--- config.mk ---
export PLATFORM = sky130hd
export DESIGN_NAME = regfile_wb_arbiter
export DESIGN_NICKNAME = d
export VERILOG_FILES = /design/src/rtl/regfile_wb_arbiter.sv
export SDC_FILE = /design/constraint.sdc
export NUM_CORES = 1
export LEC_CHECK = 0
export BUFFER_PORTS_ARGS = -buffer_cell sky130_fd_sc_hd__clkbuf_2
export CORE_UTILIZATION = 51
export CTS_CLUSTER_SIZE = 20
export DETAILED_ROUTE_END_ITERATION = 8
export GPL_ROUTABILITY_DRIVEN = 1
export HOLD_SLACK_MARGIN = 0.03
export PLACE_DENSITY = 0.75
export SKIP_CTS_REPAIR_TIMING = 1
export SLEW_MARGIN = 15
export SYNTH_ARGS = -nofsm -noshare
export SYNTH_HDL_FRONTEND = slang
export SYNTH_SLANG_ARGS = --single-unit
--- constraint.sdc ---
create_clock -name clk -period 2.72 [get_ports clk]
set_clock_uncertainty 0.15 [all_clocks]
set_input_delay 0.544 -clock clk [delete_from_list [all_inputs] [get_ports clk]]
set_output_delay 0.544 -clock clk [all_outputs]
set_load 0.03 [all_outputs]
--- src/rtl/regfile_wb_arbiter.sv ---
// regfile_wb_arbiter: merges the ALU writeback path (A) and the buffered
// long-latency path (B) onto the single register-file write port, and keeps
// a pending-register scoreboard that stalls issue on RAW/WAW hazards.
//
// Handshake: a request transfers on a clock edge where valid and ready are
// both high; ready never depends on valid of the same port, and a requester
// holds its payload stable until the transfer edge.
module regfile_wb_arbiter #(
    parameter int XLEN         = 32,
    parameter int BUF_DEPTH    = 2,
    parameter int STARVE_LIMIT = 4
) (
    input  logic            clk,
    input  logic            rst,
    input  logic            a_valid,
    input  logic [4:0]      a_addr,
    input  logic [XLEN-1:0] a_data,
    output logic            a_ready,
    input  logic            b_valid,
    input  logic [4:0]      b_addr,
    input  logic [XLEN-1:0] b_data,
    output logic            b_ready,
    input  logic            iss_valid,
    input  logic [4:0]      iss_rs1,
    input  logic [4:0]      iss_rs2,
    input  logic [4:0]      iss_rd,
    input  logic            iss_long,
    output logic            stall,
    output logic [4:0]      wt_addr,
    output logic [XLEN-1:0] wt_data,
    output logic            reg_write,
    output logic            sb_err
);

    localparam int PTR_W = (BUF_DEPTH > 1) ? $clog2(BUF_DEPTH) : 1;
    localparam int CNT_W = $clog2(BUF_DEPTH + 1);
    localparam int STV_W = $clog2(STARVE_LIMIT + 1);
    localparam logic [CNT_W-1:0] FULL_CNT = CNT_W'(BUF_DEPTH);
    localparam logic [PTR_W-1:0] LAST_PTR = PTR_W'(BUF_DEPTH - 1);
    localparam logic [STV_W-1:0] STV_MAX  = STV_W'(STARVE_LIMIT);

    // B-path FIFO storage and pointers
    logic [4:0]      addr_mem [BUF_DEPTH];
    logic [XLEN-1:0] data_mem [BUF_DEPTH];
    logic [PTR_W-1:0] wr_ptr_q, wr_ptr_d, rd_ptr_q, rd_ptr_d;
    logic [CNT_W-1:0] cnt_q, cnt_d;
    logic [STV_W-1:0] starve_q, starve_d;

    // Scoreboard: bit 0 is tied low, x0 is never pending
    logic [31:0] pend_q, pend_d;
    logic        sb_err_q, sb_err_d;

    // Registered write port
    logic [4:0]      wt_addr_q;
    logic [XLEN-1:0] wt_data_q;
    logic            reg_write_q, src_b_q;

    logic fifo_empty, fifo_full, force_b, a_win, b_win, push, pop;
    logic rs1_hit, rs2_hit, rd_hit, iss_set, wb_clr;

    assign fifo_empty = (cnt_q == '0);
    assign fifo_full  = (cnt_q == FULL_CNT);
    // B is forced only once its head has lost STARVE_LIMIT cycles in a row
    assign force_b    = !fifo_empty && (starve_q == STV_MAX);

    assign a_ready = !rst && !force_b;
    assign b_ready = !rst && !fifo_full;

    assign a_win = a_valid && a_ready;
    assign b_win = !a_win && !fifo_empty;
    assign push  = b_valid && b_ready;
    assign pop   = b_win;

    assign rs1_hit = (iss_rs1 != 5'd0) && pend_q[iss_rs1];
    assign rs2_hit = (iss_rs2 != 5'd0) && pend_q[iss_rs2];
    assign rd_hit  = (iss_rd  != 5'd0) && pend_q[iss_rd];
    assign stall   = !rst && iss_valid && (rs1_hit || rs2_hit || rd_hit);

    assign iss_set = iss_valid && !stall && iss_long && (iss_rd != 5'd0);
    // reg_write already implies a non-zero address
    assign wb_clr  = reg_write_q && src_b_q;

    assign wt_addr   = wt_addr_q;
    assign wt_data   = wt_data_q;
    assign reg_write = reg_write_q;
    assign sb_err    = sb_err_q;

    // Next-state for FIFO bookkeeping, starvation counter and scoreboard
    always_comb begin
        wr_ptr_d = wr_ptr_q;
        rd_ptr_d = rd_ptr_q;
        cnt_d    = cnt_q;
        starve_d = starve_q;
        pend_d   = pend_q;
        sb_err_d = sb_err_q;

        if (push) wr_ptr_d = (wr_ptr_q == LAST_PTR) ? '0 : wr_ptr_q + PTR_W'(1);
        if (pop)  rd_ptr_d = (rd_ptr_q == LAST_PTR) ? '0 : rd_ptr_q + PTR_W'(1);

        if (push && !pop)      cnt_d = cnt_q + CNT_W'(1);
        else if (pop && !push) cnt_d = cnt_q - CNT_W'(1);

        if (fifo_empty || b_win)    starve_d = '0;
        else if (starve_q != STV_MAX) starve_d = starve_q + STV_W'(1);

        if (wb_clr) begin
            pend_d[wt_addr_q] = 1'b0;
            if (!pend_q[wt_addr_q]) sb_err_d = 1'b1;
        end
        if (iss_set) pend_d[iss_rd] = 1'b1;
        pend_d[0] = 1'b0;
    end

    // State registers and the registered write port, cleared asynchronously
    always_ff @(posedge clk or posedge rst) begin
        if (rst) begin
            wr_ptr_q    <= '0;
            rd_ptr_q    <= '0;
            cnt_q       <= '0;
            starve_q    <= '0;
            pend_q      <= '0;
            sb_err_q    <= 1'b0;
            wt_addr_q   <= '0;
            wt_data_q   <= '0;
            reg_write_q <= 1'b0;
            src_b_q     <= 1'b0;
        end else begin
            wr_ptr_q <= wr_ptr_d;
            rd_ptr_q <= rd_ptr_d;
            cnt_q    <= cnt_d;
            starve_q <= starve_d;
            pend_q   <= pend_d;
            sb_err_q <= sb_err_d;
            if (a_win) begin
                wt_addr_q   <= a_addr;
                wt_data_q   <= a_data;
                reg_write_q <= (a_addr != 5'd0);
                src_b_q     <= 1'b0;
            end else if (b_win) begin
                wt_addr_q   <= addr_mem[rd_ptr_q];
                wt_data_q   <= data_mem[rd_ptr_q];
                reg_write_q <= (addr_mem[rd_ptr_q] != 5'd0);
                src_b_q     <= 1'b1;
            end else begin
                reg_write_q <= 1'b0;
                src_b_q     <= 1'b0;
            end
        end
    end

    // FIFO payload; contents are only observable through valid pointers
    always_ff @(posedge clk) begin
        if (push) begin
            addr_mem[wr_ptr_q] <= b_addr;
            data_mem[wr_ptr_q] <= b_data;
        end
    end

endmodule

# Yosys cells after proc, flatten, opt, wreduce, memory -nomap -nowiden
# Memories as Yosys holds them, arrays and structs flattened.
# Index checks and enable logic that the tools add are counted.
[word_totals]
ff_bits = 78
ramBits = 74
input_bits = 95
output_inout_bits = 42
word_cells = 100
n_memories = 2
[classes]
add_sub_neg = 5
magnitude_cmp = 6
n_eq_ne = 3
muxes = 30
n_bitwise = 4
reduce_logical = 40
[memory_table]
columns = ["memory", "depth", "word_bits", "read_ports", "rd_clocked_by_memory_dff", "wr", "line", "rtl"]
rows = [
  ["data_mem", 2, 32, 1, 0, 1, "44", "logic [XLEN-1:0] data_mem [BUF_DEPTH];"],
  ["addr_mem", 2, 5, 1, 0, 1, "43", "logic [4:0] addr_mem [BUF_DEPTH];"],
]
[ops]
columns = ["operator", "n"]
rows = [
  ["two-way mux 32 bit", 4],
  ["AND 32 bit", 1],
  ["NOT 32 bit", 1],
  ["OR 32 bit", 1],
  ["nonzero test 5 bit", 5],
  ["less-than comparator 5 x 6 -> 1 bit, second input constant", 4],
  ["binary-select mux 1 bit (select 5 bit)", 4],
  ["logical AND 1 bit", 19],
  ["two-way mux 1 bit", 14],
  ["demux 1 bit (select 5 bit)", 2],
  ["greater-or-equal comparator 5 x 1 -> 1 bit, second input constant", 2],
  ["two-way mux 5 bit", 2],
  ["zero test 1 bit", 8],
  ["two-way mux 3 bit", 2],
  ["nonzero test 2 bit", 3],
  ["two-way mux 2 bit", 2],
  ["adder 3 x 1 -> 3 bit, second input constant", 1],
  ["== test 3 bit, second input constant", 1],
  ["logical OR 1 bit", 3],
  ["inequality test 3 bit, second input constant", 1],
  ["adder 1 bit, second input constant", 2],
  ["adder 2 x 1 -> 2 bit, second input constant", 1],
  ["== test 2 bit, second input constant", 1],
  ["zero test 2 bit", 1],
  ["other kinds (3)", 3],
]

# Longest topological paths before layout
[logic_depth]
ltp_word = 11
mapped_depth = 10

# Worst setup path before layout
# No wires, ideal clock.
[synth_timing]
path_type = "input to register"
startpoint = "input rst"
endpoint = "memory addr_mem[0][0], enable pin"
t_arrival_ns = 2.902
path_slack_ns = -0.763
path_stages = 3
n_path_buf = 0
cell_sequence = "a21oi_1 -> nand2_1 -> nor2_1"
[synth_between]
elab_chain_len = 5
[synth_lines]
columns = ["element", "line", "rtl"]
rows = [
  ["start: declaration", "14", "input logic rst,"],
  ["zero test 1 bit (no line)", "n/a", ""],
  ["logical AND 1 bit", "67", "assign b_ready = !rst && !fifo_full;"],
  ["logical AND 1 bit", "71", "assign push = b_valid && b_ready;"],
  ["two-way mux 1 bit", "153", "if (push) begin"],
  ["two-way mux 1 bit (not written as such)", "154", "addr_mem[wr_ptr_q] <= b_addr;"],
  ["end: declaration", "43", ""],
]
# No other way between the ends.

# Worst setup path after layout
[layout_timing]
startpoint = "register pend_q[24]"
endpoint = "output stall"
[layout_between]
elab_chain_len = 6
[layout_lines]
columns = ["element", "line", "rtl"]
rows = [
  ["start: declaration", "50", "logic [31:0] pend_q, pend_d;"],
  ["start signal: assignment", "132", "pend_q <= pend_d;"],
  ["binary-select mux 1 bit (select 5 bit), on equally long branches", "74, 75", ""],
  ["two-way mux 1 bit, on equally long branches", "74, 75", ""],
  ["logical AND 1 bit, on equally long branches", "74, 75", ""],
  ["logical OR 1 bit", "77", "assign stall = !rst && iss_valid && (rs1_hit || rs2_hit || rd_hit);"],
  ["logical OR 1 bit *", "77", ""],
  ["logical AND 1 bit *", "77", ""],
  ["end: declaration", "28", "output logic stall,"],
]
# Every way passes the cells marked *; elsewhere a longest branch is shown, timed or not. The select of a mux whose other input is x is not followed.

==> flow_summary.json <==
{
  "status": "finished, violations left",
  "violations": "negative setup slack",
  "ir_drop_v": 0.000738,
  "synth_edf_count": 74,
  "setup_viol": 1,
  "grt_pass1_wl_um": 29600,
  "instances_no_fill": 1014,
  "cp_max_fo": 5,
  "route.met3.wl_um": 1330,
  "tritoncts": "yes",
  "hold_ws_ns": 0.168,
  "dominantRegCellSynth": "dfrtp_1",
  "rsz0062_at_grt": "yes",
  "hold_start": "b_data[3]",
  "cp-end-kind": "output port",
  "rows": 43,
  "crit_type": "flop to output port",
  "drt-met1-wl_um": 7550,
  "dp_hpwl_um": 13500,
  "avgSynthCellArea_sq_um": 11.4,
  "io_pins": 137,
  "slew_violations": 0,
  "powerDensity_mw_per_mm2": 1070,
  "tightest_slew_ns": 0.752,
  "antenna_found_initial": 0,
  "drtIter0Drc": 387,
  "multiInputGateArea_sq_mm": 0.00312,
  "hold_path.class": "input pin to flop",
  "place_ws_ns": -0.350,
  "grt_max_degree": 53,
  "fin_crit_sh": 1.16,
  "cp-startpoint": "pend_q[24]",
  "fillers": 1076,
  "hold_path_depth": 1,
  "yosysWarnings": 0,
  "tns_ns": -0.441,
  "coreArea_sq_mm": 0.0141,
  "netlist.top_cell.by_area": "edfxtp_1",
  "vias": 5848,
  "drtAntennaViolNets": 0,
  "topRoutingLayerUsed": "met4",
  "routedWlPerCell_um": 18.3,
  "hold_viol": 0,
  "synth_area_sq_mm": 0.00746,
  "clock_latency_ns": 0.41,
  "first_global_vias": 5987,
  "synthDistinctLibCells": 54,
  "syn_inst": 653,
  "async_flop_share": 0.513,
  "slew_headroom": 0.498,
  "synth_area_leaders": "edfxtp_1 30%, dfrtp_1 26%, mux2i_1 5.5%",
  "maxCapViolations": 0,
  "worstRegToRegCells": 7,
  "cp.required_ns": 2.03,
  "placedCellCount": 980,
  "r2r_end": "pend_q[3]",
  "cts.clk_slew.worst_paths_ns": 0.06,
  "rr_startpoint": "pend_q[24]",
  "cts_sinks": 152,
  "pwr-share-comb": 0.374,
  "synth_top_area_frac": 0.298,
  "cp.arrival_ns": 2.47,
  "start_util": 0.529,
  "internal-power_mw": 6.13,
  "grt_util_all_layers": 0.261,
  "syn_nets": 751,
  "period_needed_ns": 3.16,
  "power_frac_seq": 0.393,
  "clock_path_buffers": 2,
  "drc_errors": 0,
  "p_leak_nw": 3.83,
  "yosysSeqAreaShare": 0.559,
  "cts_buffers": 17,
  "place_congestion": 0.942,
  "synthTopCellsByCount": "86 x nand2_1, 79 x o21ai_0, 78 x dfrtp_1, 74 x edfxtp_1, 46 x nor2_1",
  "crit_path_end": "stall",
  "p_sw_frac": 0.389,
  "diodes": 0,
  "viasPerCell": 5.77,
  "wl_um": 18500,
  "clock.fmax_ghz": 0.316,
  "overflow": 0,
  "fin_ws_ns": -0.441,
  "clk_root_buffer_cell": "clkbuf_16",
  "clockPowerShare": 0.233,
  "post-synth-top-count-cell": "nand2_1",
  "final_layout_size_suffix_gt1_frac": 0.382,
  "syn_to_final_growth_pct": 25.1,
  "nNetsFinal": 919,
  "fp.dieW_um": 123,
  "switchingPower_mw": 3.90,
  "portBuffers": 136,
  "p_total_mw": 10.0,
  "seqCellArea_sq_mm": 0.00419,
  "regToRegSetupSlack_ns": 0.20,
  "die-area_sq_mm": 0.0151,
  "wl_met2_um": 9150,
  "die_h_um": 123,
  "synth-seq-cells": 152,
  "cts-htree-levels": 4,
  "first_pass_iters": 7,
  "startpoint_type": "flop"
}
## critical path, stage by stage, from the launching register on
cell     delay, ns
dfrtp_2       0.46
mux4_2        0.49
a32oi_2       0.21
a31oi_2       0.14
nor4_4        0.28
a41oi_4       0.15
and2_4        0.16
buf_2         0.17
## power by group through the flow
stage	logic, mW	clock network [mW]	registers, mW
after CTS	3.72	2.38	3.90
after detailed placement	3.68	0	3.94
after global placement	3.58	0	3.91
after floorplan	2.23	0	4.09
final	3.75	2.34	3.94
after global routing	4.08	2.47	4.01
## registers in the layout, indices dropped and copies added (netlist names)
signal     flops
pend_q        31
sb_err         1
wr_ptr_q       1
rd_ptr_q       1
cnt_q          2
src_b_q        1
addr_mem      10
starve_q       3
reg_write      1
wt_data       32
wt_addr        5
data_mem      64
## cells by family after synthesis
group / after synthesis / synth area share
buf+inv: 54 / 0.0330
flops: 152 / 0.559
compound gates: 171 / 0.140
xor+xnor: 6 / 0.00704
fa+ha+maj: 3 / 0.00503
mux: 80 / 0.139
simple gates: 187 / 0.117
## worst min-delay path by stage
stage / endpoint / slack [ns]
detailed placement: sb_err / 0.31
global placement: starve_q[0] / 0.29
global route: data_mem[1][20] / 0.16
finish: data_mem[1][3] / 0.17
floorplan: starve_q[0] / 0.28
CTS: data_mem[0][20] / 0.15
## placed cells by master (no fill, tap or decap), types with 17 or more instances in the layout
cell type and count:
mux2_2 22, buf_4 52, a21oi_1 35, clkbuf_2 135, nor2_1 44, dfrtp_1 69
clkbuf_16 17, nand2_1 86, o21ai_2 30, mux2i_1 41, edfxtp_1 74, o21ai_0 79
## layer usage
| layer | global-route usage | vias up |
|---|---|---|
| met5 | 0 | - |
| met4 | 0.112 | 0 |
| met3 | 0.0577 | 44 |
| met2 | 0.432 | 239 |
| met1 | 0.332 | 2828 |
| li1 | - | 2737 |
## metrics by stage
| stage | area (sq um) | util |
|---|---|---|
| floorplan | 7520 | - |
| global placement | 8690 | 0.616 |
| detailed placement | 8690 | 0.616 |
| CTS | 9280 | 0.658 |
| global route | 9340 | 0.662 |
| finish | 9340 | 0.662 |
## cell type report
| type | instances | share of cell area |
|---|---|---|
| Sequential cell | 152 | 0.448 |
| Inverter | 10 | 0.00415 |
| Tap cell | 180 | 0.0241 |
| Timing Repair Buffer | 193 | 0.125 |
| Clock inverter | 15 | 0.0178 |
| Multi-Input combinational cell | 447 | 0.335 |
| Clock buffer | 17 | 0.0456 |
Note: power is estimated with default switching activity, not from simulation.
